`config.mk`:
```
export PLATFORM = sky130hd
export DESIGN_NAME = ultrasonic_ranger_multi
export DESIGN_NICKNAME = d
export VERILOG_FILES = /design/src/rtl/ultrasonic_ranger_multi.sv
export SDC_FILE = /design/constraint.sdc
export NUM_CORES = 1
export LEC_CHECK = 0
export CAP_MARGIN = 20
export CORE_ASPECT_RATIO = 0.7
export CORE_UTILIZATION = 59
export CTS_BUF_LIST = sky130_fd_sc_hd__clkbuf_8 sky130_fd_sc_hd__clkbuf_16
export DETAILED_ROUTE_END_ITERATION = 7
export HOLD_SLACK_MARGIN = 0.1
export PLACE_DENSITY = 0.85
export SLEW_MARGIN = 40
export SYNTH_ARGS = -nofsm -noshare
export SYNTH_HDL_FRONTEND = slang
export SYNTH_SLANG_ARGS = --single-unit
```
`constraint.sdc`:
```
create_clock -name clk -period 3.26 [get_ports clk]
set_clock_uncertainty 0.05 [all_clocks]
set_input_delay 0.652 -clock clk [delete_from_list [all_inputs] [get_ports clk]]
set_output_delay 0.652 -clock clk [all_outputs]
set_load 0.1 [all_outputs]
```
`src/rtl/ultrasonic_ranger_multi.sv`:
```
// rtl/ultrasonic_ranger_multi.sv - round-robin multi-channel HC-SR04 ranging engine
module ultrasonic_ranger_multi #(
    parameter int CLK_HZ     = 100_000_000,
    parameter int NUM_CH     = 2,
    parameter int DIST_W     = 9,
    parameter int TRIG_US    = 10,
    parameter int TIMEOUT_US = 25000,
    parameter int CYCLE_US   = 60000,
    parameter int US_PER_CM  = 58,
    localparam int CH_W      = (NUM_CH > 1) ? $clog2(NUM_CH) : 1
) (
    input  logic                     clk,
    input  logic                     reset,
    input  logic                     start,
    input  logic                     continuous,
    input  logic [NUM_CH-1:0]        echo,
    output logic [NUM_CH-1:0]        trigger,
    output logic [NUM_CH*DIST_W-1:0] distance,
    output logic [NUM_CH-1:0]        dist_valid,
    output logic [NUM_CH-1:0]        err,
    output logic                     done,
    output logic [CH_W-1:0]          done_ch,
    output logic                     busy
);

    localparam int TICKS  = CLK_HZ / 1_000_000;
    localparam int PRE_W  = (TICKS > 1) ? $clog2(TICKS) : 1;
    localparam int US_MAX = (TIMEOUT_US > TRIG_US) ? TIMEOUT_US : TRIG_US;
    localparam int US_W   = $clog2(US_MAX + 1);
    localparam int SLOT_W = $clog2(CYCLE_US + 1);
    localparam int SUB_W  = $clog2(US_PER_CM + 1);

    localparam logic [PRE_W-1:0]  PRE_LAST  = PRE_W'(TICKS - 1);
    localparam logic [US_W-1:0]   TRIG_LAST = US_W'(TRIG_US - 1);
    localparam logic [US_W-1:0]   TO_LAST   = US_W'(TIMEOUT_US - 1);
    localparam logic [US_W-1:0]   US_SAT    = US_W'(US_MAX);
    localparam logic [SLOT_W-1:0] SLOT_LAST = SLOT_W'(CYCLE_US - 1);
    localparam logic [SLOT_W-1:0] SLOT_SAT  = SLOT_W'(CYCLE_US);
    localparam logic [SUB_W-1:0]  SUB_LAST  = SUB_W'(US_PER_CM - 1);
    localparam logic [DIST_W-1:0] CM_SAT    = '1;
    localparam logic [CH_W-1:0]   CH_LAST   = CH_W'(NUM_CH - 1);

    typedef enum logic [2:0] {IDLE, TRIG, WAIT_ECHO, MEASURE, HOLDOFF} state_t;

    state_t             state_q, state_d;
    logic [CH_W-1:0]    ch_q, ch_d;
    logic [NUM_CH-1:0]  sync1_q, sync2_q, sync3_q;
    logic [PRE_W-1:0]   pre_q;
    logic [US_W-1:0]    us_q;
    logic [PRE_W-1:0]   slot_pre_q;
    logic [SLOT_W-1:0]  slot_us_q;
    logic [SUB_W-1:0]   sub_q;
    logic [DIST_W-1:0]  cm_q;
    logic               tick, slot_tick, echo_rise, echo_fall;
    logic               res_ok, res_to, done_d;

    assign tick      = (pre_q == PRE_LAST);
    assign slot_tick = (slot_pre_q == PRE_LAST);
    assign echo_rise = sync2_q[ch_q] & ~sync3_q[ch_q];
    assign echo_fall = ~sync2_q[ch_q] & sync3_q[ch_q];
    assign busy      = (state_q != IDLE);

    // two-flop synchroniser plus one history flop for edge detection
    always_ff @(posedge clk or negedge reset) begin
        if (!reset) begin
            sync1_q <= '0;
            sync2_q <= '0;
            sync3_q <= '0;
        end else begin
            sync1_q <= echo;
            sync2_q <= sync1_q;
            sync3_q <= sync2_q;
        end
    end

    // state and channel registers
    always_ff @(posedge clk or negedge reset) begin
        if (!reset) begin
            state_q <= IDLE;
            ch_q    <= '0;
        end else begin
            state_q <= state_d;
            ch_q    <= ch_d;
        end
    end

    // next-state, channel advance and result strobes
    always_comb begin
        state_d = state_q;
        ch_d    = ch_q;
        res_ok  = 1'b0;
        res_to  = 1'b0;
        done_d  = 1'b0;
        case (state_q)
            IDLE: begin
                if (start || continuous) begin
                    state_d = TRIG;
                    ch_d    = '0;
                end
            end
            TRIG: begin
                if (tick && us_q == TRIG_LAST) state_d = WAIT_ECHO;
            end
            WAIT_ECHO: begin
                if (echo_rise) begin
                    state_d = MEASURE;
                end else if (tick && us_q == TO_LAST) begin
                    res_to  = 1'b1;
                    state_d = HOLDOFF;
                end
            end
            MEASURE: begin
                if (echo_fall) begin
                    res_ok  = 1'b1;
                    state_d = HOLDOFF;
                end else if (tick && us_q == TO_LAST) begin
                    res_to  = 1'b1;
                    state_d = HOLDOFF;
                end
            end
            HOLDOFF: begin
                if (slot_tick && slot_us_q >= SLOT_LAST) begin
                    done_d = 1'b1;
                    if (ch_q != CH_LAST) begin
                        ch_d    = ch_q + CH_W'(1);
                        state_d = TRIG;
                    end else if (continuous) begin
                        ch_d    = '0;
                        state_d = TRIG;
                    end else begin
                        state_d = IDLE;
                    end
                end
            end
            default: state_d = IDLE;
        endcase
    end

    // per-state us prescaler and counters; all restart on state entry, slot timer on TRIG entry
    always_ff @(posedge clk or negedge reset) begin
        if (!reset) begin
            pre_q      <= '0;
            us_q       <= '0;
            sub_q      <= '0;
            cm_q       <= '0;
            slot_pre_q <= '0;
            slot_us_q  <= '0;
        end else begin
            if (state_d != state_q) begin
                pre_q <= '0;
                us_q  <= '0;
                sub_q <= '0;
                cm_q  <= '0;
            end else begin
                pre_q <= tick ? '0 : pre_q + PRE_W'(1);
                if (tick && us_q != US_SAT) us_q <= us_q + US_W'(1);
                if (tick && state_q == MEASURE) begin
                    if (sub_q == SUB_LAST) begin
                        sub_q <= '0;
                        if (cm_q != CM_SAT) cm_q <= cm_q + DIST_W'(1);
                    end else begin
                        sub_q <= sub_q + SUB_W'(1);
                    end
                end
            end
            if (state_d == TRIG && state_q != TRIG) begin
                slot_pre_q <= '0;
                slot_us_q  <= '0;
            end else begin
                slot_pre_q <= slot_tick ? '0 : slot_pre_q + PRE_W'(1);
                if (slot_tick && slot_us_q != SLOT_SAT) slot_us_q <= slot_us_q + SLOT_W'(1);
            end
        end
    end

    // registered trigger, done pulse and per-channel result registers
    always_ff @(posedge clk or negedge reset) begin
        if (!reset) begin
            trigger    <= '0;
            distance   <= '0;
            dist_valid <= '0;
            err        <= '0;
            done       <= 1'b0;
            done_ch    <= '0;
        end else begin
            trigger <= '0;
            if (state_d == TRIG) trigger[ch_d] <= 1'b1;
            done <= done_d;
            if (done_d) done_ch <= ch_q;
            for (int i = 0; i < NUM_CH; i++) begin
                if (ch_q == CH_W'(i)) begin
                    if (res_ok) begin
                        distance[i*DIST_W +: DIST_W] <= cm_q;
                        dist_valid[i]                <= 1'b1;
                        err[i]                       <= 1'b0;
                    end else if (res_to) begin
                        distance[i*DIST_W +: DIST_W] <= CM_SAT;
                        dist_valid[i]                <= 1'b0;
                        err[i]                       <= 1'b1;
                    end
                end
            end
        end
    end

endmodule

```
# Word-level counts from Yosys, hierarchy flattened
# Index checks and enable logic that the tools add are counted.
[word_totals]
reg_bits = 96
in_bits = 6
output_inout_bits = 27
word_cells = 121
[classes]
n_addsub = 7
order_cmp = 4
n_eq_ne = 15
mux = 50
bitwise = 5
n_reduce_logical = 20
[op_table]
columns = ["op", "count"]
rows = [
  ["$mux 9", 6],
  ["$mux 16", 2],
  ["$mux 15", 2],
  ["$mux 7", 4],
  ["$mux 1", 22],
  ["$mux 3", 6],
  ["$mux 6", 3],
  ["$add 16x1->16 const B", 1],
  ["$ge 16x16->1 const B", 1],
  ["$ne 16x16->1 const B", 1],
  ["$add 15x1->15 const B", 1],
  ["$eq 15x15->1 const B", 1],
  ["$eq 15x4->1 const B", 1],
  ["$ne 15x15->1 const B", 1],
  ["$pmux 3 s5", 1],
  ["$add 7x1->7 const B", 2],
  ["$eq 7x7->1 const B", 2],
  ["$reduce_bool 2->1", 6],
  ["$add 9x1->9 const B", 1],
  ["$ne 9x9->1 const B", 1],
  ["$logic_and 1x1->1", 8],
  ["$add 6x1->6 const B", 1],
  ["$eq 3x1->1 const B", 2],
  ["$eq 3x2->1 const B", 2],
  ["other kinds (17)", 23],
]

# Longest topological paths before layout
[depth]
ltp_word = 9
ltp_mapped = 9
ltp_nobuf = 9

# Worst setup path after synthesis
# OpenSTA, ideal clock, no wires.
[synth_path]
path_kind = "register to register"
from = "register pre_q[2]"
to = "register sub_q[0]"
setup_time_ns = 0.120
t_arrival_ns = 2.205
t_required_ns = 3.090
slack_ns = 0.886
path_stages_with_launch = 8
path_buffers = 1
period_less_slack_ns = 2.374
path_cell_list = "dfrtp_1 -> or4b_4 -> nor4_4 -> nand2_1 -> a22oi_2 -> o21a_1 -> buf_6 -> and3b_1"
[synth_via]
elab_chain_len = 7
elab_cells_between_ends = 12
cone_classes = "eq/ne: 2; mux: 6; reduce/logical: 4"
[synth_lines]
columns = ["item", "line", "text"]
rows = [
  ["start, declared", "48", "logic [PRE_W-1:0] pre_q;"],
  ["start signal, assigned", "155", "pre_q <= tick ? '0 : pre_q + PRE_W'(1);"],
  ["$eq 7x7->1 (*)", "57", "assign tick = (pre_q == PRE_LAST);"],
  ["$logic_and 1x1->1", "107, 116", ""],
  ["$mux 3", "107, 116", ""],
  ["$mux 3 (on tied branches)", "113, 105", ""],
  ["$pmux 3 s5", "94", "case (state_q)"],
  ["$ne 3x3->1", "149", "if (state_d != state_q) begin"],
  ["$mux 6 / $reduce_bool 2->1 (equally long branches)", "--", ""],
  ["end signal, assigned", "162", "sub_q <= sub_q + SUB_W'(1);"],
  ["end, declared", "52", "logic [SUB_W-1:0] sub_q;"],
]
# Every way passes the cells marked *; elsewhere a longest branch is shown, timed or not.
# A chain may end at the register's enable or synchronous reset.

# Final worst setup path
# Same ends and word-level chain as after synthesis.

==> results.toml <==
[die]
die_x_um = 111
start_util = 0.615
io_pins = 33
dieArea_um2 = 8650
core_area_um2 = 7940
fp.dieH_um = 78.1
placement_rows = 27

[routing]
wl_um = 10400
vias_per_cell = 6.05
drc = 0
post_drt_wl_per_cell_um = 16.5
antenna_left = 0
via_count = 3809
drtPass1Iterations = 5
drt_iter0_drc = 250

[final_layout]
drive_above_1_share = 0.142
multi_input_area_um2 = 2340
nNetsFinal = 541
n_fill_cell = 554
mostFrequentLayoutCell = "dfrtp_1"
final_cell_mix = "dfrtp_1, nand2_1, nor2_1"
stdcell_area_um2 = 5540
seqCellArea_um2 = 2400
syn_to_final_growth_pct = 13.5
stdcell_count = 630
final_util = 0.698
diodes = 0

[cts]
cts_hold_repair.buffers = 0
cts.sinks = 96
clkLatencyLatePin_ns = 0.35
clock-root-buffer = "clkbuf_16"
cts.repair.resized = 0
clk_path_buf_depth = 2
clkTransAtPathRegs_ns = 0.07
cts_made_buffers = 9
cts_tree = "built"
post_cts_buffers = 0
ctsHtreeMaxLevel = 3

[global_routing]
grt_pass1_wl_um = 17400
grt.overflow.total = 0
grt_max_degree = 57
track_usage = 0.254
grt_pass1_vias = 3590
antenna_found_initial = 0

[power_and_ir_drop]
p_sw_mw = 0.482
internal_power_mw = 1.80
finalPower_mw = 2.28
leakage_nw = 2.51
sw_frac_of_total = 0.211
p_per_area_nw_per_um2 = 411
p_seq_frac = 0.525
clock_power_share = 0.459
combPwrFrac = 0.016
ir_worst_vdd_mv = 0.434

[yosys]
synth.ff_latch_count = 96
synthArstFlopShare = 1.00
synth_area_per_cell_um2 = 9.97
synthFlopType = "dfrtp_1"
syn-num-nets = 507
synth_edf_count = 0
synthCells = 490
yosysUniqueCellTypes = 51
yosysWarnings = 0
netlist_area_um2 = 4880
yosysSeqAreaShare = 0.492

[timing]
relSlewSlack = 0.492
fmax_mhz = 365
finalCritPeriodShare = 0.841
hold_viol = 0
rsz0062_at_grt = "false"
setup_ws_ns = 0.517
slew_violations = 0
fin_crit_ns = 2.74
tightest_slew_ns = 0.755
holdWs_ns = 0.302
finalSetupViolCount = 0
totalNegativeSetupSlack_ns = 0

[placement]
dp_hpwl_um = 7080
place_ws_ns = 0.538
place_congestion = 0.917
io_buffers = 32
place_inst = 614
placed_area_um2 = 5240

[job]
drv_cap = 0

[setup_path]
path_class = "register to register"
worst-path-max-fanout = 37
cp.required_ns = 3.45
startpoint_type = "register"
crit_arrival_ns = 2.93
worst_setup_path_end_kind = "register"

[min_path]
worstHoldPathType = "input pin to async pin"

[outcome]
outcome = "complete, no violations"
## power by group through the flow
| stage | Sequential (mW) | Clock (mW) | Combinational, mW |
|---|---|---|---|
| floorplan | 1.22 | 0 | 0.00512 |
| finish | 1.20 | 1.05 | 0.0365 |
| global placement | 1.22 | 0 | 0.0373 |
| global route | 1.20 | 1.11 | 0.0424 |
| CTS | 1.20 | 1.07 | 0.0382 |
| detailed placement | 1.22 | 0 | 0.0383 |
## layout make-up
cell class              count  share of cell area
clock buffers               9              0.0406
clock inverters             7              0.0131
inverters                  10             0.00677
multi-input cells         365               0.422
flip-flops and latches     96               0.433
well taps                 101              0.0228
repair buffers             42              0.0609
## kinds of logic (layout without fill, tap and decap cells)
family / count (synthesis) / in the layout / synth area share
and+or+nand+nor: 225 / 225 / 0.239
DFF: 96 / 96 / 0.492
AOI/OAI and AO/OA: 79 / 79 / 0.118
xor gates and xnor gates: 46 / 46 / 0.0825
buffers and inverters: 29 / 68 / 0.0310
adders and majority gates: 11 / 11 / 0.0282
muxes: 4 / 4 / 0.00922
## cell usage after synthesis, types with 3 or more instances
master    number  area, um^2
nor4b_1        6        52.6
nand2b_1       4        25.0
o22a_1        20         175
and3b_1        3        26.3
buf_6          4        45.0
o21ai_0        7        35.0
nor2b_1        5        31.3
xnor2_1       20         175
nor3b_1        5        37.5
buf_2          4        20.0
inv_1         10        37.5
o21a_1         3        22.5
or3_1          4        25.0
nor2_1        50         188
nand3_1       32         160
clkbuf_1       9        33.8
and2_1         5        31.3
nor3_1         9        45.0
nor4_1         7        43.8
dfrtp_1       96        2400
and3_1         5        31.3
a21oi_1       32         160
a211oi_1       3        22.5
xor2_1        26         228
ha_1          11         138
nand4_1       11        68.8
nand2_1       58         218
mux2_2         4        45.0
or2_2          7        43.8
## routing by layer
| layer | vias to the layer above | track usage | wire length, um | part of all wire |
|---|---|---|---|---|
| met5 | - | 0 | 0 | 0 |
| met4 | 0 | 0.0827 | 154 | 0.015 |
| met3 | 20 | 0.0633 | 726 | 0.070 |
| met2 | 136 | 0.384 | 4660 | 0.45 |
| met1 | 1862 | 0.359 | 4820 | 0.47 |
| li1 | 1791 | - | - | - |
## worst max-delay path: stages, from the launching register on
cell and delay (ns):
dfrtp_1 0.45, or4b_4 0.60, nor4_4 0.46, nand2_1 0.13, a22oi_2 0.30, o21a_1 0.21, buf_12 0.20, and3b_1 0.20
## worst paths after layout
| path | from | slack [ns] | to | cells past startpoint |
|---|---|---|---|---|
| max | pre_q[2]$_DFF_PN0_ | 0.52 | sub_q[0]$_DFFE_PN0P_ | 7 |
| min | reset | 0.30 | us_q[11]$_DFFE_PN0P_ | 1 |
| max reg2reg | pre_q[2]$_DFF_PN0_ | 0.52 | sub_q[0]$_DFFE_PN0P_ | 7 |
| min reg2reg | sync1_q[0]$_DFF_PN0_ | 0.31 | sync2_q[0]$_DFF_PN0_ | 0 |
| max in group asynchronous | reset | 2.10 | distance[9]$_DFFE_PN0P_ | 2 |
| min in group clk | sync1_q[0]$_DFF_PN0_ | 0.31 | sync2_q[0]$_DFF_PN0_ | 0 |
## registers in the layout, summed over array words and instances (netlist names)
signal and cells:
trigger 2, state_q 3, ch_q 1, slot_pre_q 7
sub_q 6, sync2_q 2, err 2, pre_q 7
dist_valid 2, done_ch 1, distance 18, sync1_q 2
sync3_q 2, done 1, cm_q 9, slot_us_q 16
us_q 15
Power figures use the tool's default switching activity.
